`src/rtl/cache_fill_sequencer_pkg.sv`:
```
// Shared definitions for the cache line-fill sequencer: line geometry,
// FSM state encoding and address split helpers.
package cache_fill_sequencer_pkg;

   // log2(words per line); the cache fill FSM expects 8-word lines
   localparam int LINEBITS   = 3;
   localparam int LINE_WORDS = 1 << LINEBITS;
   // Halfword counter covers two halves per word
   localparam int HCNT_W     = LINEBITS + 1;
   // Byte-offset bits inside one line (word index plus byte-in-word)
   localparam int OFFS_W     = LINEBITS + 2;

   typedef enum logic [1:0] {
      IDLE    = 2'd0,
      REQ     = 2'd1,
      COLLECT = 2'd2,
      STREAM  = 2'd3
   } fill_state_t;

   // Line-aligned base address of the line containing addr
   function automatic logic [31:0] line_base(input logic [31:0] addr);
      return {addr[31:OFFS_W], {OFFS_W{1'b0}}};
   endfunction

   // Index of the addressed (critical) word within its line
   function automatic logic [LINEBITS-1:0] word_index(input logic [31:0] addr);
      return addr[OFFS_W-1:2];
   endfunction

endpackage

```
`src/rtl/cache_fill_sequencer_if.sv`:
```
// Bundle of the cache-side and SDRAM-side signals of the fill sequencer.
// The sequencer connects through the slave modport; whatever drives the
// cache request and the SDRAM controller responses uses the master modport.
interface cache_fill_sequencer_if;

   // cache side
   logic        cache_req;
   logic [31:0] cache_addr;
   logic        cache_fill;
   logic [31:0] cache_data;
   // SDRAM controller side
   logic        sdram_req;
   logic [31:0] sdram_addr;
   logic        sdram_ack;
   logic        sdram_strobe;
   logic [15:0] sdram_data;
   // status
   logic        busy;

   modport slave (
      input  cache_req,
      input  cache_addr,
      output cache_fill,
      output cache_data,
      output sdram_req,
      output sdram_addr,
      input  sdram_ack,
      input  sdram_strobe,
      input  sdram_data,
      output busy
   );

   modport master (
      output cache_req,
      output cache_addr,
      input  cache_fill,
      input  cache_data,
      input  sdram_req,
      input  sdram_addr,
      output sdram_ack,
      output sdram_strobe,
      output sdram_data,
      input  busy
   );

endinterface

```
`src/rtl/cache_fill_sequencer_fill_line_buf.sv`:
```
// One-line buffer for the fill sequencer: LINE_WORDS x 32 registers,
// written a halfword at a time, read combinationally at a word index.
// Storage has no reset; every word is fully written before it is read.
module fill_line_buf
   import cache_fill_sequencer_pkg::*;
(
   input  logic                clk,
   input  logic                we_lo,
   input  logic                we_hi,
   input  logic [LINEBITS-1:0] wr_idx,
   input  logic [15:0]         wr_half,
   input  logic [LINEBITS-1:0] rd_idx,
   output logic [31:0]         rd_data
);

   logic [LINE_WORDS-1:0][31:0] words;

   genvar gi;
   generate
      for (gi = 0; gi < LINE_WORDS; gi++) begin : g_word
         logic [15:0] lo_reg;
         logic [15:0] hi_reg;
         logic        sel;

         assign sel = (wr_idx == LINEBITS'(gi));

         // Capture whichever half of this word the current strobe addresses
         always_ff @(posedge clk) begin
            if (we_lo && sel) lo_reg <= wr_half;
            if (we_hi && sel) hi_reg <= wr_half;
         end

         assign words[gi] = {hi_reg, lo_reg};
      end
   endgenerate

   assign rd_data = words[rd_idx];

endmodule

```
`src/rtl/cache_fill_sequencer.sv`:
```
// Cache line-fill sequencer. Accepts one miss request from the cache,
// fetches the line from the 16-bit SDRAM controller as 16 halfwords in
// linear order, assembles them into 32-bit words, then replays the line
// to the cache as 8 back-to-back words starting at the critical word
// and wrapping around the line.
module cache_fill_sequencer
   import cache_fill_sequencer_pkg::*;
#(
   parameter bit LOW_HALF_1ST = 1'b1  // 1: first halfword of a pair is bits [15:0]
)
(
   input  logic                 clk,
   input  logic                 reset,   // asynchronous, active low
   cache_fill_sequencer_if.slave bus
);

   fill_state_t          state_reg,      state_next;
   logic [LINEBITS-1:0]  crit_reg,       crit_next;
   logic [31:0]          sdram_addr_reg, sdram_addr_next;
   logic                 sdram_req_reg,  sdram_req_next;
   logic [HCNT_W-1:0]    hcnt_reg,       hcnt_next;
   logic [LINEBITS-1:0]  k_reg,          k_next;
   // 0: streaming words; 1: last word on the bus; 2: extra hold cycle
   logic [1:0]           tail_reg,       tail_next;
   logic [31:0]          cache_data_reg, cache_data_next;
   logic                 cache_fill_reg, cache_fill_next;

   logic                 half_wr;
   logic                 buf_we_lo;
   logic                 buf_we_hi;
   logic [LINEBITS-1:0]  buf_rd_idx;
   logic [31:0]          buf_rd_data;

   // Even/odd halfword of a pair lands in the low or high half depending
   // on the controller's halfword order.
   assign buf_we_lo  = half_wr && (hcnt_reg[0] != LOW_HALF_1ST);
   assign buf_we_hi  = half_wr && (hcnt_reg[0] == LOW_HALF_1ST);
   // Critical-word-first order; the 3-bit sum wraps around the line
   assign buf_rd_idx = crit_reg + k_reg;

   fill_line_buf u_line_buf (
      .clk     (clk),
      .we_lo   (buf_we_lo),
      .we_hi   (buf_we_hi),
      .wr_idx  (hcnt_reg[HCNT_W-1:1]),
      .wr_half (bus.sdram_data),
      .rd_idx  (buf_rd_idx),
      .rd_data (buf_rd_data)
   );

   // Next-state, counter and output-register logic
   always_comb begin
      state_next      = state_reg;
      crit_next       = crit_reg;
      sdram_addr_next = sdram_addr_reg;
      sdram_req_next  = sdram_req_reg;
      hcnt_next       = hcnt_reg;
      k_next          = k_reg;
      tail_next       = tail_reg;
      cache_data_next = cache_data_reg;
      cache_fill_next = 1'b0;
      half_wr         = 1'b0;

      case (state_reg)
         IDLE: begin
            // Only here is a new request accepted; strobes are ignored
            if (bus.cache_req) begin
               crit_next       = word_index(bus.cache_addr);
               sdram_addr_next = line_base(bus.cache_addr);
               sdram_req_next  = 1'b1;
               hcnt_next       = '0;
               k_next          = '0;
               tail_next       = 2'd0;
               state_next      = REQ;
            end
         end

         REQ: begin
            // A halfword may already arrive on the ack cycle
            if (bus.sdram_ack) begin
               sdram_req_next = 1'b0;
               state_next     = COLLECT;
               if (bus.sdram_strobe) begin
                  half_wr   = 1'b1;
                  hcnt_next = hcnt_reg + 4'd1;
               end
            end
         end

         COLLECT: begin
            // Gaps between strobes are simply waited out
            if (bus.sdram_strobe) begin
               half_wr   = 1'b1;
               hcnt_next = hcnt_reg + 4'd1;
               if (hcnt_reg == '1) begin
                  state_next = STREAM;
               end
            end
         end

         STREAM: begin
            if (tail_reg == 2'd0) begin
               cache_data_next = buf_rd_data;
               cache_fill_next = (k_reg == '0);
               k_next          = k_reg + 3'd1;
               if (k_reg == '1) begin
                  tail_next = 2'd1;
               end
            end else if (tail_reg == 2'd1) begin
               tail_next = 2'd2;
            end else begin
               tail_next  = 2'd0;
               state_next = IDLE;
            end
         end

         default: state_next = IDLE;
      endcase
   end

   // State and output registers; reset abandons any burst in flight
   always_ff @(posedge clk or negedge reset) begin
      if (!reset) begin
         state_reg      <= IDLE;
         crit_reg       <= '0;
         sdram_addr_reg <= '0;
         sdram_req_reg  <= 1'b0;
         hcnt_reg       <= '0;
         k_reg          <= '0;
         tail_reg       <= 2'd0;
         cache_data_reg <= '0;
         cache_fill_reg <= 1'b0;
      end else begin
         state_reg      <= state_next;
         crit_reg       <= crit_next;
         sdram_addr_reg <= sdram_addr_next;
         sdram_req_reg  <= sdram_req_next;
         hcnt_reg       <= hcnt_next;
         k_reg          <= k_next;
         tail_reg       <= tail_next;
         cache_data_reg <= cache_data_next;
         cache_fill_reg <= cache_fill_next;
      end
   end

   assign bus.sdram_req  = sdram_req_reg;
   assign bus.sdram_addr = sdram_addr_reg;
   assign bus.cache_fill = cache_fill_reg;
   assign bus.cache_data = cache_data_reg;
   assign bus.busy       = (state_reg != IDLE);

endmodule

```
`src/flat_wrapper.sv`:
```
// flat-port wrapper written by rule: the top's interface ports become plain ports
module cache_fill_sequencer_flat import cache_fill_sequencer_pkg::*;
#(
   parameter bit LOW_HALF_1ST = 1'b1                                               
)
  (clk, reset, bus_cache_req, bus_cache_addr, bus_cache_fill, bus_cache_data, bus_sdram_req, bus_sdram_addr, bus_sdram_ack, bus_sdram_strobe, bus_sdram_data, bus_busy);
  cache_fill_sequencer_if bus_i ();
  input  logic clk;
  input  logic reset;
  input wire logic [$bits(bus_i.cache_req)-1:0] bus_cache_req;
  input wire logic [$bits(bus_i.cache_addr)-1:0] bus_cache_addr;
  output wire logic [$bits(bus_i.cache_fill)-1:0] bus_cache_fill;
  output wire logic [$bits(bus_i.cache_data)-1:0] bus_cache_data;
  output wire logic [$bits(bus_i.sdram_req)-1:0] bus_sdram_req;
  output wire logic [$bits(bus_i.sdram_addr)-1:0] bus_sdram_addr;
  input wire logic [$bits(bus_i.sdram_ack)-1:0] bus_sdram_ack;
  input wire logic [$bits(bus_i.sdram_strobe)-1:0] bus_sdram_strobe;
  input wire logic [$bits(bus_i.sdram_data)-1:0] bus_sdram_data;
  output wire logic [$bits(bus_i.busy)-1:0] bus_busy;
  assign bus_i.cache_req = bus_cache_req;
  assign bus_i.cache_addr = bus_cache_addr;
  assign bus_cache_fill = bus_i.cache_fill;
  assign bus_cache_data = bus_i.cache_data;
  assign bus_sdram_req = bus_i.sdram_req;
  assign bus_sdram_addr = bus_i.sdram_addr;
  assign bus_i.sdram_ack = bus_sdram_ack;
  assign bus_i.sdram_strobe = bus_sdram_strobe;
  assign bus_i.sdram_data = bus_sdram_data;
  assign bus_busy = bus_i.busy;
  cache_fill_sequencer #(.LOW_HALF_1ST(LOW_HALF_1ST)) u_core (.clk(clk), .reset(reset), .bus(bus_i));
endmodule
```
`config.mk`:
```
export PLATFORM = sky130hd
export DESIGN_NAME = cache_fill_sequencer_flat
export DESIGN_NICKNAME = d
export VERILOG_FILES = /design/src/rtl/cache_fill_sequencer_pkg.sv /design/src/rtl/cache_fill_sequencer_if.sv /design/src/rtl/cache_fill_sequencer_fill_line_buf.sv /design/src/rtl/cache_fill_sequencer.sv /design/src/flat_wrapper.sv
export SDC_FILE = /design/constraint.sdc
export NUM_CORES = 1
export LEC_CHECK = 0
export BUFFER_PORTS_ARGS = -buffer_cell sky130_fd_sc_hd__buf_2
export CORE_MARGIN = 2
export CORE_UTILIZATION = 53
export CTS_BUF_LIST = sky130_fd_sc_hd__clkbuf_8 sky130_fd_sc_hd__clkbuf_16
export CTS_CLUSTER_DIAMETER = 200
export DETAILED_ROUTE_END_ITERATION = 8
export PLACE_DENSITY = 0.82
export SYNTH_ARGS = -nofsm -noshare
export SYNTH_HDL_FRONTEND = slang
export SYNTH_SLANG_ARGS = --single-unit
```
`constraint.sdc`:
```
create_clock -name clk -period 3.3 [get_ports clk]
set_input_delay 0.825 -clock clk [delete_from_list [all_inputs] [get_ports clk]]
set_output_delay 0.825 -clock clk [all_outputs]
set_load 0.005 [all_outputs]
```
### After elaboration in Yosys (flattened, before gate mapping)

Cells that the tools add are included.

* register bits: 331

* order comparisons: 1
* mux-type cells: 29
* equality and inequality tests: 21
* reductions and logical operators: 33
* $add $sub $neg: 3
* bitwise operators: 1

Operator list (count)
* $bmux W32 S3: 1
* $mux W32: 1
* $mux W2: 10
* $logic_and A1 B1 Y1: 18
* $eq A3 B3 Y1 const B: 5
* $mux W4: 3
* $pmux W4 S3: 1
* $reduce_and A3 Y1: 4
* $ne A2 B2 Y1 const B: 5
* $pmux W2 S4: 1
* $eq A3 B2 Y1 const B: 2
* $logic_not A3 Y1: 2
* $mux W1: 6
* $mux W3: 2
* $pmux W3 S2: 1
* $reduce_and A6 Y1: 1
* $reduce_bool A2 Y1: 3
* $add A4 B1 Y4 const B: 1
* $eq A2 B1 Y1 const B: 2
* $eq A2 B2 Y1 const B: 2
* $eq A4 B4 Y1 const B: 1
* $logic_not A2 Y1: 2
* $lt A3 B4 Y1 const B: 1
* $ne A2 B1 Y1 const B: 2
* other kinds (9): 11

### Depth between registers and ports, before layout

Gate-level depths: netlist of the first run.

* depth after elaboration: 5
* mapped depth: 8
* gate-level depth less buffers: 7

### Hierarchy

Synthesis of the first run repeated with hierarchy kept, for this count alone.

* cells, all modules: 629
* area total of the unflattened synthesis: 13170.1 sq um

By module, submodules not included
* fill_line_buf: sequential area each 7687.4 sq um, instances 1, area each 9868.2 sq um, cells an instance 393
* cache_fill_sequencer: sequential area each 1876.8 sq um, instances 1, area each 3301.9 sq um, cells an instance 236

### Least setup slack after synthesis of the first run

Ideal clock, no wire load.

* path type: input to register
* from: input bus_sdram_ack
* to: register u_core.u_line_buf.g_word[2].hi_reg[0], enable pin
* buffers on the path: 0
* path slack: -192 ps
* library setup time: 436 ps
* arrival: 3056 ps
* stages: 4
* path through: nand2_1 -> a21boi_1 -> nand3_1 -> nor4b_1

* word-level cells in the longest chain between the ends: 4

RTL lines
* start, declared: line flat_wrapper.sv:16 `input wire logic [$bits(bus_i.sdram_ack)-1:0] bus_sdram_ack;`
* $mux W1: line cache_fill_sequencer.sv:80 `if (bus.sdram_ack) begin`
* $pmux W1 S2: line cache_fill_sequencer.sv:64 `case (state_reg)`
* $logic_and A1 B1 Y1: line cache_fill_sequencer.sv:37 `assign buf_we_hi = half_wr && (hcnt_reg[0] == LOW_HALF_1ST);`
* $logic_and A1 B1 Y1: line cache_fill_sequencer_fill_line_buf.sv:30 `if (we_hi && sel) hi_reg <= wr_half;`
* end signal, assigned: line cache_fill_sequencer_fill_line_buf.sv:30
* end, declared: line cache_fill_sequencer_fill_line_buf.sv:22 `logic [15:0] hi_reg;`

Every way passes these cells.
A chain may end at the register's enable or synchronous reset.

### Final worst setup path of the first run

* from: register u_core.k_reg[0]
* to: register u_core.cache_data_reg[20] (netlist: u_core.bus.cache_data[20])

* word-level cells in the longest chain between the ends: 3

RTL lines
* start, declared: line cache_fill_sequencer.sv:22 `logic [LINEBITS-1:0] k_reg, k_next;`
* start signal, assigned: line cache_fill_sequencer.sv:139 `k_reg <= k_next;`
* $add A3 B3 Y3: line cache_fill_sequencer.sv:39 `assign buf_rd_idx = crit_reg + k_reg;`
* $bmux W32 S3: line cache_fill_sequencer_fill_line_buf.sv:37 `assign rd_data = words[rd_idx];`
* $mux W32 (implied by the code): line cache_fill_sequencer_fill_line_buf.sv:37
* end signal, assigned: line cache_fill_sequencer.sv:141 `cache_data_reg <= cache_data_next;`
* end, declared: line cache_fill_sequencer.sv:25 `logic [31:0] cache_data_reg, cache_data_next;`

Every way passes these cells. The select of a mux whose other input is x is not followed.

==> results of run 1 <==
synthesized netlist by cell type:
library cell and instances:
nand2_1 45, nor3_1 6, nand2b_1 5, nand3_1 5, mux4_1 30, fa_1 1
nor4b_1 2, mux2_2 31, a2111o_1 1, o2111ai_1 1, nor4_1 4, or2_2 2
o41ai_1 1, edfxtp_1 256, mux2_1 1, nor2b_1 2, a22o_1 2, inv_1 12
clkbuf_1 9, o21ai_1 35, clkbuf_8 1, buf_12 1, buf_2 9, buf_1 1
o21ai_0 6, a21oi_1 3, buf_6 8, dfrtp_1 75, xor2_1 1, nor2_1 8
a21boi_1 1, ha_1 12, mux2i_1 36, clkbuf_2 1, buf_4 6, conb_1 1
mux4_2 34, nor3b_1 1, nor2b_4 1, xnor2_2 1
layout make-up:
type / instances / area share [%]
clock buffers: 40 / 6.363
multi-input cells: 283 / 21.39
well taps: 324 / 2.667
inverters: 12 / 0.2963
flip-flops and latches: 331 / 62.92
repair buffers: 141 / 5.384
clock inverters: 22 / 0.9796
power by group through the flow:
stage          clock, uW  combinational, uW  sequential [uW]
2_1_floorplan          0               3730             5390
3_3_place_gp           0               5020             5400
3_5_place_dp           0               5140             5430
4_1_cts             3820               5210             5360
5_1_grt             3990               5550             5420
6_report            3750               5100             5360
worst register-to-register path, cell delays in order (launching register included):
cell and delay (ns):
dfrtp_1 0.43, ha_4 0.15, inv_1 0.04, fa_2 0.32, xor2_1 0.20, xnor2_4 0.81
buf_12 0.28, mux2i_1 0.30, o21ai_1 0.09
worst max-delay path by stage:
stage	start	end	slack [ns]
3_3_place_gp	u_core.k_reg[0]$_DFFE_PN0P_	u_core.bus.cache_data[20]$_DFFE_PN0P_	0.54
4_1_cts	u_core.k_reg[0]$_DFFE_PN0P_	u_core.bus.cache_data[20]$_DFFE_PN0P_	0.49
3_5_place_dp	u_core.k_reg[0]$_DFFE_PN0P_	u_core.bus.cache_data[23]$_DFFE_PN0P_	0.51
6_report	u_core.k_reg[0]$_DFFE_PN0P_	u_core.bus.cache_data[20]$_DFFE_PN0P_	0.55
2_1_floorplan	bus_sdram_ack	u_core.u_line_buf.g_word[0].hi_reg[0]$_DFFE_PP_	-0.02
5_1_grt	u_core.k_reg[0]$_DFFE_PN0P_	u_core.bus.cache_data[20]$_DFFE_PN0P_	0.41
layer usage:
| layer | up-vias | wire [um] |
|---|---|---|
| li1 | 2888 | - |
| met1 | 3326 | 10110 |
| met2 | 271 | 12960 |
| met3 | 56 | 1698 |
| met4 | 0 | 586 |
| met5 | - | 0 |
per-stage QoR:
step / hold slack [ns] / std cells
floorplan: 0.4665 / 662
global placement: 0.4638 / 1091
detailed placement: 0.4710 / 1091
CTS: 0.4854 / 1153
global route: 0.5082 / 1153
finish: 0.4671 / 1153
kinds of logic after synthesis:
kind of cell | synth area share (%)
simple gates | 2.880
buf+inv | 2.322
other cells | 0.02887
fa+ha+maj | 1.310
compound gates | 2.110
flops | 73.64
xor+xnor | 0.1927
mux | 17.51
==> Flow_metrics.wiki, run 1 <==
{| class="wikitable"
! Metric !! Value
|-
| Overall via count from detail_route || ~6500
|-
| Antenna violations before repair || 0
|-
| Remaining Overflow, GRT || 0
|-
| Avg WL per Cell || 21.99 um
|-
| Height of the die || around 160 um
|-
| Type of origin of the critical path || flop
|-
| Worst-path cell with the longest stage delay || xnor2_4
|-
| Clock tree from TritonCTS || done
|-
| Arrival time at the worst endpoint || 3.12 ns
|-
| Antenna violation net count after detailed routing || 0
|-
| Most frequent cells in the layout || 256 x edfxtp_1, 111 x buf_2, 75 x dfrtp_1
|-
| Post-route clock skew || 0.01291 ns
|-
| Sequential cell area fraction in the yosys report || about 74%
|-
| Final setup fails || 0
|-
| Final critical-path share of the clock period || a little over four fifths
|-
| Area of combinational cells with multiple inputs || between 3000 and 4000 sq um
|-
| Setup slack after layout || between 0.5 and 0.6 ns
|-
| Final-report hold violation count || 0
|-
| Count of instances resized after the clock tree is built || 0
|-
| Vias per inst || 5.673
|-
| Kind of cell adding the most delay to the critical path || XOR/XNOR gates
|-
| Sequential power share || 37.7%
|-
| Global-route track usage on met1 || 25.56%
|-
| Area growth from synthesis to final layout || 17.03%
|-
| Cell area after placement || 14080 sq um
|-
| Inserted Diodes || 0
|-
| Number of cells on the worst reg-to-reg path || 8
|-
| Number of register bits inferred by synthesis || 331
|-
| Pin count of the biggest net entering global routing || between 70 and 80
|-
| Share of cells above drive strength 1 || 32.93%
|-
| Maximum clock path buffer count || 3
|-
| GR Layer Usage met3 || 3.796%
|-
| Worst setup slack before clock tree synthesis || 0.5082 ns
|-
| Average instance area after synthesis || 19.74 sq um
|-
| Endpoint of the worst-slack reg-to-reg timing path || u_core.bus.cache_data[20]$_DFFE_PN0P_
|-
| Number of max-cap violations || 0
|-
| Cell count along the critical path || 8
|-
| Slew at the pin closest to its max-slew limit || 1.007 ns
|-
| Hold/Removal Path Class || in -> async
|-
| Switching part of the total power || 30.64%
|-
| Clock sink count || 331
|-
| Required time of the critical path || 3.66 ns
|-
| Total of hold buffers inserted after clock tree synthesis || 0
|-
| Net load switching power || 4355 uW
|-
| Detailed-router iteration count before antenna repair || 5
|-
| Top Ports || 120
|-
| Status || completed
|-
| Pwr dens || 935.3 nW/um^2
|-
| Portion of total power attributed to the clock network || 26.4%
|-
| Die ar. || about 26000 sq um
|-
| Peak VDD IR || 0.0005173 V
|-
| Final instance area || 15200 sq um
|-
| Crit Reg-Reg Startpoint || u_core.k_reg[0]$_DFFE_PN0P_
|-
| R2R Setup Slk || 0.55 ns
|-
| Standard cell core area || 24180 sq um
|-
| Violation count after the first detailed-routing iteration || 517
|-
| Largest fanout of any net on the critical path || 18
|-
| Number of buffers inserted by post-CTS setup repair || 0
|-
| Largest stage delay, worst path || 0.80 ns
|-
| Unrepaired setup endpoints after global routing || no
|-
| DRT Wirelength || between 20000 and 30000 um
|-
| Category of the critical setup timing path || reg -> reg
|-
| Die span in x || 160.5 um
|-
| Share of the synthesized area in the top cell type || 59.19%
|-
| Worst-skew pair later-pin latency || around 0.51 ns
|-
| Share of the core filled with cells || 62.87%
|-
| CP Cell Sequence || ha_4 > inv_1 > fa_2 > xor2_1 > xnor2_4 > buf_12 > mux2i_1 > o21ai_1
|-
| Input/output buffers || about 110
|-
| Most Used Layer, Global Route || met2
|-
| H-tree depth || 2
|-
| CTS clock-pin slew for the worst setup and hold paths || 0.06 ns
|-
| Critical path buffers and inverters || 2
|-
| Count of mapped cells out of synthesis || about 660
|-
| Time the final worst path needs with I/O delays and setup || 2.754 ns
|-
| Layout net count || 869
|-
| Number of remaining DRC errors || 0
|-
| Critical path endpoint category || flop
|-
| Register area || 9564 sq um
|-
| Worst slew slack as a fraction of its limit || 32.86%
|-
| # fillers || ~1600
|-
| Global-route usage over all layers || 20.05%
|-
| Met2 track demand over resource in global routing || 35.01%
|-
| Total power draw || 14220 uW
|-
| Effective utilization at floorplan || a little over half
|-
| Synthesized area || 12990 sq um
|-
| CTS Buf Count || 34
|-
| Distinct cell type count after synthesis || 40
|-
| First-pass GRT wire length || 39100 um
|-
| Synth warnings || 0
|-
| Proportion of power drawn by combinational gates || 35.9%
|-
| Final estimated routing congestion in global placement || between 0.7 and 0.8
|-
| Int Power || 9860 uW
|-
| Library cell occupying the most area in the post-synthesis netlist || edfxtp_1
|-
| Area contributors post-synth || edfxtp_1 59%, dfrtp_1 14%, mux4_1 6.1%, mux4_2 5.9%, mux2i_1 2.8%
|-
| Maximum clock rate || 0.3631 GHz
|-
| Post-route setup TNS || 0 ns
|-
| Leakage dissipation || roughly 0.0057 uW
|-
| Most common cell after layout, fill and taps aside || edfxtp_1
|-
| Placed wire-length estimate || 14830 um
|-
| Core Rows || between 50 and 60
|-
| Final Slew Violations || 0
|-
| Via count of the first global-routing pass || 6854
|-
| Buffer type at the clock tree root || clkbuf_16
|}
(Power assumes the default switching activity.)
==> run 2: changes to the inputs <==
==> constraint.sdc (replaced) <==
create_clock -name clk -period 2.4 [get_ports clk]
set_input_delay 0.6 -clock clk [delete_from_list [all_inputs] [get_ports clk]]
set_output_delay 0.6 -clock clk [all_outputs]
set_load 0.005 [all_outputs]
==> run 2 against run 1 <==
  * Sequential share of layout area fell by 0.84 points
  * First-iteration DRC count rose by 0.77%
  * Global-route usage rose by 0.25 points
  * Utilization rose by 0.85 points
  * Hold slack got worse by 0.20 ns
  * Combinational power rose by 44%
  * Critical path depth fell by 3
  * Largest cell class unchanged
==> Flow_metrics.wiki, run 2 (synthesis results as in run 1) <==
{| class="wikitable"
! Metric !! Value
|-
| Status || completed
|-
| Global-route usage over all layers || 20.31% (+0.25 points)
|-
| Critical path buffers and inverters || 1 (-1)
|-
| Effective utilization at floorplan || 53.72% (unchanged)
|-
| Antenna violation net count after detailed routing || 0 (unchanged)
|-
| Worst Min Path Start || bus_cache_addr[8]
|-
| Overall via count from detail_route || 6626 (+1.3%)
|-
| Area growth from synthesis to final layout || 18.61%
|-
| Maximum clock rate || 0.4380 GHz (+21%)
|-
| Largest stage delay, worst path || 0.58 ns (-0.22 ns)
|-
| Via count of the first global-routing pass || 6884 (+0.44%)
|-
| Critical path endpoint category || flop
|-
| Final estimated routing congestion in global placement || 0.7390 (-7.4%)
|-
| Peak VDD IR || 0.001249 V (+140%)
|-
| Hold/Removal Path Class || in -> reg
|-
| Worst slew slack as a fraction of its limit || 51.15% (+18 points)
|-
| Number of max-cap violations || 0 (unchanged)
|-
| Post-route setup TNS || 0 ns (unchanged)
|-
| Clock sink count || 331 (unchanged)
|-
| Worst hold stages || 2
|-
| First-pass GRT wire length || 39650 um (+1.4%)
|-
| Antenna violations before repair || 0 (unchanged)
|-
| Pwr dens || 1268 nW/um^2 (+36%)
|-
| Slew at the pin closest to its max-slew limit || 0.7327 ns (-0.2744 ns)
|-
| Arrival time at the worst endpoint || 2.71 ns (-0.41 ns)
|-
| Maximum clock path buffer count || 3 (unchanged)
|-
| Inserted Diodes || 0 (unchanged)
|-
| Worst hold path endpoint || u_core.bus.sdram_addr[8]$_DFFE_PN0P_
|-
| Unrepaired setup endpoints after global routing || no
|-
| Kind of cell adding the most delay to the critical path || multiplexers
|-
| Placed wire-length estimate || 14970 um (+0.95%)
|-
| Die span in x || 160.5 um (unchanged)
|-
| Cell count along the critical path || 5 (-3)
|-
| Leakage dissipation || 0.005781 uW (+1.4%)
|-
| Share of the core filled with cells || 63.72% (+0.85 points)
|-
| Final critical-path share of the clock period || 95.13% (+12 points)
|-
| Top Ports || 120 (unchanged)
|-
| Remaining Overflow, GRT || 0 (unchanged)
|-
| Crit Reg-Reg Startpoint || u_core.k_reg[0]$_DFFE_PN0P_
|-
| Detailed-router iteration count before antenna repair || 5 (unchanged)
|-
| Final-report hold violation count || 0 (unchanged)
|-
| H-tree depth || 1 (-1)
|-
| Clock tree from TritonCTS || done
|-
| CTS Buf Count || 31 (-8.8%)
|-
| Type of origin of the critical path || flop
|-
| Core Rows || 57 (unchanged)
|-
| Worst Hold Slack || 0.2665 ns (-0.2006 ns)
|-
| # fillers || 1582 (-2.0%)
|-
| Worst setup slack before clock tree synthesis || 0.1458 ns (-0.3624 ns)
|-
| Setup slack after layout || 0.1168 ns (-0.4290 ns)
|-
| Vias per inst || 5.702 (+0.51%)
|-
| Endpoint of the worst-slack reg-to-reg timing path || u_core.bus.cache_data[22]$_DFFE_PN0P_
|-
| Buffer type at the clock tree root || clkbuf_16
|-
| Die ar. || 25770 sq um (unchanged)
|-
| Violation count after the first detailed-routing iteration || 521 (+0.77%)
|-
| Post-route clock skew || 0.02165 ns (+0.008747 ns)
|-
| Most common cell after layout, fill and taps aside || edfxtp_1
|-
| Input/output buffers || 112 (unchanged)
|-
| Final Slew Violations || 0 (unchanged)
|-
| Time the final worst path needs with I/O delays and setup || 2.283 ns (-0.4710 ns)
|-
| Number of remaining DRC errors || 0 (unchanged)
|-
| Avg WL per Cell || 21.94 um (-0.24%)
|-
| Standard cell core area || 24180 sq um (unchanged)
|-
| Worst-skew pair later-pin latency || 0.58 ns (+0.07 ns)
|-
| CP Cell Sequence || ha_4 > buf_12 > mux4_1 > mux2i_1 > o21ai_1
|-
| Number of cells on the worst reg-to-reg path || 5 (-3)
|-
| Most frequent cells in the layout || 256 x edfxtp_1, 111 x buf_2, 75 x dfrtp_1
|-
| Largest fanout of any net on the critical path || 19 (+1)
|-
| Height of the die || 160.5 um (unchanged)
|-
| R2R Setup Slk || 0.12 ns (-0.43 ns)
|-
| CTS clock-pin slew for the worst setup and hold paths || 0.06 ns (about the same)
|-
| Share of cells above drive strength 1 || 33.77% (+0.84 points)
|-
| Layout net count || 879 (+1.2%)
|-
| Worst-path cell with the longest stage delay || mux4_1
|-
| Required time of the critical path || 2.83 ns (-0.83 ns)
|-
| Final setup fails || 0 (unchanged)
|-
| DRT Wirelength || 25500 um (+0.54%)
|-
| Category of the critical setup timing path || reg -> reg
|-
| Pin count of the biggest net entering global routing || 48 (-37%)
|}
-- run 2: where the power goes --
| group | internal [uW] | switching, uW | leakage (uW) |
|---|---|---|---|
| Sequential | 6930 | 429 | 0.00322 |
| Combinational | 3770 | 3580 | 0.00201 |
| Clock | 2790 | 2040 | 0.000548 |
| Total | 13500 | 6050 | 0.00578 |
-- run 2: worst max path at each step --
stage / start / end
CTS: u_core.state_reg[1]$_DFFE_PN0P_ / u_core.u_line_buf.g_word[2].hi_reg[8]$_DFFE_PP_
global route: u_core.k_reg[0]$_DFFE_PN0P_ / u_core.bus.cache_data[22]$_DFFE_PN0P_
detailed placement: u_core.state_reg[1]$_DFFE_PN0P_ / u_core.u_line_buf.g_word[2].hi_reg[9]$_DFFE_PP_
global placement: u_core.k_reg[0]$_DFFE_PN0P_ / u_core.bus.cache_data[11]$_DFFE_PN0P_
floorplan: u_core.state_reg[1]$_DFFE_PN0P_ / u_core.u_line_buf.g_word[4].hi_reg[0]$_DFFE_PP_
finish: u_core.k_reg[0]$_DFFE_PN0P_ / u_core.bus.cache_data[22]$_DFFE_PN0P_
-- run 2: cell type report --
cell class                      instances  area, sq um  share of cell area (%)
Clock buffer                           35        830.8                   5.393
Inverter                               12        45.04                  0.2924
Tap cell                              324        405.4                   2.632
Multi-Input combinational cell        283         3289                   21.35
Timing Repair Buffer                  154         1081                   7.018
Clock inverter                         23        188.9                   1.226
Sequential cell                       331         9564                   62.09
-- run 2: per-layer routing --
layer / GRT usage, % / wire length (um) / share of wire, % / vias to the layer above
met2: 34.46 / 12920 / 51 / 296
met5: 0 / 0 / 0 / -
li1: - / - / - / 2918
met3: 3.512 / 1756 / 6.9 / 59
met4: 8.149 / 798 / 3.1 / 0
met1: 26.43 / 10020 / 39 / 3353
-- run 2: worst reg2reg max path: cells and delay by family (launching register included) --
kind | cells | cell delay [ns]
mux | 2 | 0.83
flops | 1 | 0.43
compound gates | 1 | 0.11
buf+inv | 1 | 0.25
fa+ha+maj | 1 | 0.53
-- run 2: timing repair --
item / 4_1_cts / 5_1_grt
gates resized for setup: 0 / 1
hold buffers: 1 / 0
endpoints found under the setup margin: 0 / 27
hold endpoints to repair: 26 / 0
setup buffers: 0 / 0
-- run 2: stage by stage --
stage	instance area, sq um	total power (uW)	cells
detailed placement	14370	14780	1103
finish	15400	19540	1162
floorplan	13050	12550	662
CTS	15400	19750	1162
global route	15400	20510	1162
global placement	14370	14590	1103
==> run 3: changes to the inputs <==
--- a/config.mk
+++ b/config.mk
@@ -7,11 +7,12 @@
 export LEC_CHECK = 0
 export BUFFER_PORTS_ARGS = -buffer_cell sky130_fd_sc_hd__buf_2
 export CORE_MARGIN = 2
-export CORE_UTILIZATION = 53
-export CTS_BUF_LIST = sky130_fd_sc_hd__clkbuf_8 sky130_fd_sc_hd__clkbuf_16
+export CORE_UTILIZATION = 55
+export CTS_BUF_LIST = sky130_fd_sc_hd__clkbuf_8
 export CTS_CLUSTER_DIAMETER = 200
 export DETAILED_ROUTE_END_ITERATION = 8
-export PLACE_DENSITY = 0.82
+export PLACE_DENSITY = 0.77
+export SLEW_MARGIN = 20
 export SYNTH_ARGS = -nofsm -noshare
 export SYNTH_HDL_FRONTEND = slang
 export SYNTH_SLANG_ARGS = --single-unit
==> run 3 against run 2 <==
  * Register-to-register slack improved by 0.08 ns
  * Worst setup slack better by 0.079 ns
  * Global-route usage grew 0.50 points
  * Final cell count is 2.7% higher
  * Highest routed layer unchanged
  * Critical path type unchanged
  * Maximum frequency is 3.6% higher
  * Clock power fell by 7.7%
  * Final area increased by 0.45%
  * Sequential power barely moved
  * Sequential share of layout area is 0.28 points lower
  * First-iteration DRC count down 12%
  * Via count fell by 0.18%
==> Flow_metrics.wiki, run 3 (synthesis results as in run 1) <==
{| class="wikitable"
! Metric !! Value
|-
| Input/output buffers || 112 (unchanged)
|-
| Leakage dissipation || 0.005821 uW (+0.69%)
|-
| Top Ports || 120 (unchanged)
|-
| Peak VDD IR || 0.001193 V (-4.4%)
|-
| Share of cells above drive strength 1 || 35.58% (+1.8 points)
|-
| Endpoint of the worst-slack reg-to-reg timing path || u_core.u_line_buf.g_word[2].hi_reg[15]$_DFFE_PP_
|-
| Core Rows || 56 (-1.8%)
|-
| Final Slew Violations || 0 (unchanged)
|-
| Final-report hold violation count || 0 (unchanged)
|-
| CTS Buf Count || 50 (+61%)
|-
| Most common cell after layout, fill and taps aside || edfxtp_1
|-
| Clock tree from TritonCTS || done
|-
| Final setup fails || 0 (unchanged)
|-
| Effective utilization at floorplan || 55.66% (+1.9 points)
|-
| Remaining Overflow, GRT || 0 (unchanged)
|-
| Via count of the first global-routing pass || 7060 (+2.6%)
|-
| Inserted Diodes || 0 (unchanged)
|-
| Maximum clock rate || 0.4537 GHz (+3.6%)
|-
| Status || completed
|-
| Final estimated routing congestion in global placement || 0.7828 (+5.9%)
|-
| Required time of the critical path || 2.65 ns (-0.18 ns)
|-
| Unrepaired setup endpoints after global routing || no
|-
| Total of hold buffers inserted after clock tree synthesis || 0 (-1)
|-
| Layout net count || 899 (+2.3%)
|-
| Cell area after placement || 14480 sq um (+0.76%)
|-
| Final critical-path share of the clock period || 91.84% (-3.3 points)
|-
| Hold/Removal Path Class || in -> async
|-
| Buffer type at the clock tree root || clkbuf_8
|-
| CTS clock-pin slew for the worst setup and hold paths || 0.06 ns (about the same)
|-
| Largest fanout of any net on the critical path || 8 (-11)
|-
| Total power draw || 19090 uW (-2.3%)
|-
| Crit Reg-Reg Startpoint || u_core.state_reg[1]$_DFFE_PN0P_
|-
| Post-route setup TNS || 0 ns (unchanged)
|-
| Placed wire-length estimate || 15890 um (+6.2%)
|-
| Detailed-router iteration count before antenna repair || 5 (unchanged)
|-
| H-tree depth || 2 (+1)
|-
| Most frequent cells in the layout || 256 x edfxtp_1, 111 x buf_2, 75 x dfrtp_1
|-
| Slew at the pin closest to its max-slew limit || 0.6908 ns (-0.04189 ns)
|-
| Die span in x || 157.7 um (-1.8%)
|-
| Arrival time at the worst endpoint || 2.46 ns (-0.25 ns)
|-
| First-pass GRT wire length || 38630 um (-2.6%)
|-
| Count of instances resized after the clock tree is built || 0 (unchanged)
|-
| Maximum clock path buffer count || 3 (unchanged)
|-
| Vias per inst || 5.544 (-2.8%)
|-
| Final instance area || 15470 sq um (+0.45%)
|-
| Number of remaining DRC errors || 0 (unchanged)
|-
| Antenna violations before repair || 0 (unchanged)
|-
| Category of the critical setup timing path || reg -> reg
|-
| Worst slew slack as a fraction of its limit || 53.94% (+2.8 points)
|-
| Time the final worst path needs with I/O delays and setup || 2.204 ns (-0.07909 ns)
|-
| Clock sink count || 331 (unchanged)
|-
| Critical path origin || u_core.state_reg[1]$_DFFE_PN0P_
|-
| Area growth from synthesis to final layout || 19.14%
|-
| Critical path endpoint category || flop
|-
| Final non-filler cell total || 1193 (+2.7%)
|-
| Violation count after the first detailed-routing iteration || 459 (-12%)
|-
| Antenna violation net count after detailed routing || 0 (unchanged)
|-
| Overall via count from detail_route || 6614 (-0.18%)
|-
| DRT Wirelength || 25200 um (-1.1%)
|-
| Worst-skew pair later-pin latency || 0.57 ns (about the same)
|-
| Pin count of the biggest net entering global routing || 51 (+6.3%)
|-
| Standard cell core area || 23330 sq um (-3.5%)
|-
| Global-route usage over all layers || 20.80% (+0.50 points)
|-
| Number of instances in the placed design || 1100 (-0.27%)
|-
| Avg WL per Cell || 21.13 um (-3.7%)
|-
| Height of the die || 157.7 um (-1.8%)
|-
| R2R Setup Slk || 0.20 ns (+0.08 ns)
|-
| Number of max-cap violations || 0 (unchanged)
|-
| Post-route clock skew || 0.02816 ns (+0.006506 ns)
|-
| Die ar. || 24860 sq um (-3.5%)
|-
| Number of buffers inserted by post-CTS setup repair || 0 (unchanged)
|-
| Number of cells on the worst reg-to-reg path || 8 (+3)
|-
| Pwr dens || 1234 nW/um^2 (-2.7%)
|-
| Type of origin of the critical path || flop
|}
[run 3: cell types whose count changed in the layout (fill, tap and decap cells not counted), sizes merged]
cell	before	now
clkinv	8	22
clkbuf	35	56
dlygate4sd3	1	0
bufinv	3	2
buf	153	155
clkinvlp	0	1
[run 3: area by class of cell]
class / count / area, sq um
flip-flops and latches: 331 / 9564
clock inverters: 37 / 220.2
fillers: 1526 / 7859
multi-input cells: 283 / 3288
clock buffers: 56 / 770.7
well taps: 319 / 399.1
inverters: 12 / 45.04
repair buffers: 155 / 1186
[run 3: through the flow]
stage | hold WS (ns) | utilization [%] | worst slack (ns)
finish | 0.07467 | 66.32 | 0.1959
global route | 0.1062 | 66.32 | 0.04666
CTS | 0.06212 | 66.31 | 0.08493
detailed placement | 0.4708 | 62.06 | 0.1110
global placement | 0.4689 | 62.06 | 0.1609
floorplan | 0.3044 | - | -0.4357
[run 3: critical path: stages, from the launching register on]
cell and delay [ns]:
dfrtp_1 0.38, inv_1 0.10, ha_1 0.22, nand2_1 0.10, a21boi_1 0.26, nand3_1 0.13
buf_4 0.20, nor4b_4 0.31, buf_4 0.21
[run 3: how the worst max path moves through the flow]
| stage | endpoint | cells past startpoint |
|---|---|---|
| 2_1_floorplan | u_core.u_line_buf.g_word[4].hi_reg[0]$_DFFE_PP_ | 6 |
| 3_3_place_gp | u_core.u_line_buf.g_word[2].lo_reg[6]$_DFFE_PP_ | 6 |
| 3_5_place_dp | u_core.u_line_buf.g_word[2].lo_reg[6]$_DFFE_PP_ | 7 |
| 4_1_cts | u_core.u_line_buf.g_word[2].lo_reg[14]$_DFFE_PP_ | 7 |
| 5_1_grt | u_core.u_line_buf.g_word[2].hi_reg[15]$_DFFE_PP_ | 8 |
| 6_report | u_core.u_line_buf.g_word[2].hi_reg[15]$_DFFE_PP_ | 8 |
[run 3: where the power goes]
part	leakage [uW]	internal, uW	switching [uW]
clock network	0.000556	2370	2080
registers	0.00322	6930	431
logic	0.00204	3790	3480
[run 3: layer usage]
metal	vias to the layer above	wire, um	GRT usage, %	share of wire, %
met1	3393	9981	26.03	40
met3	29	1727	4.407	6.9
met5	-	0	0	0
li1	2964	-	-	-
met4	0	390	5.541	1.5
met2	228	13100	37.02	52
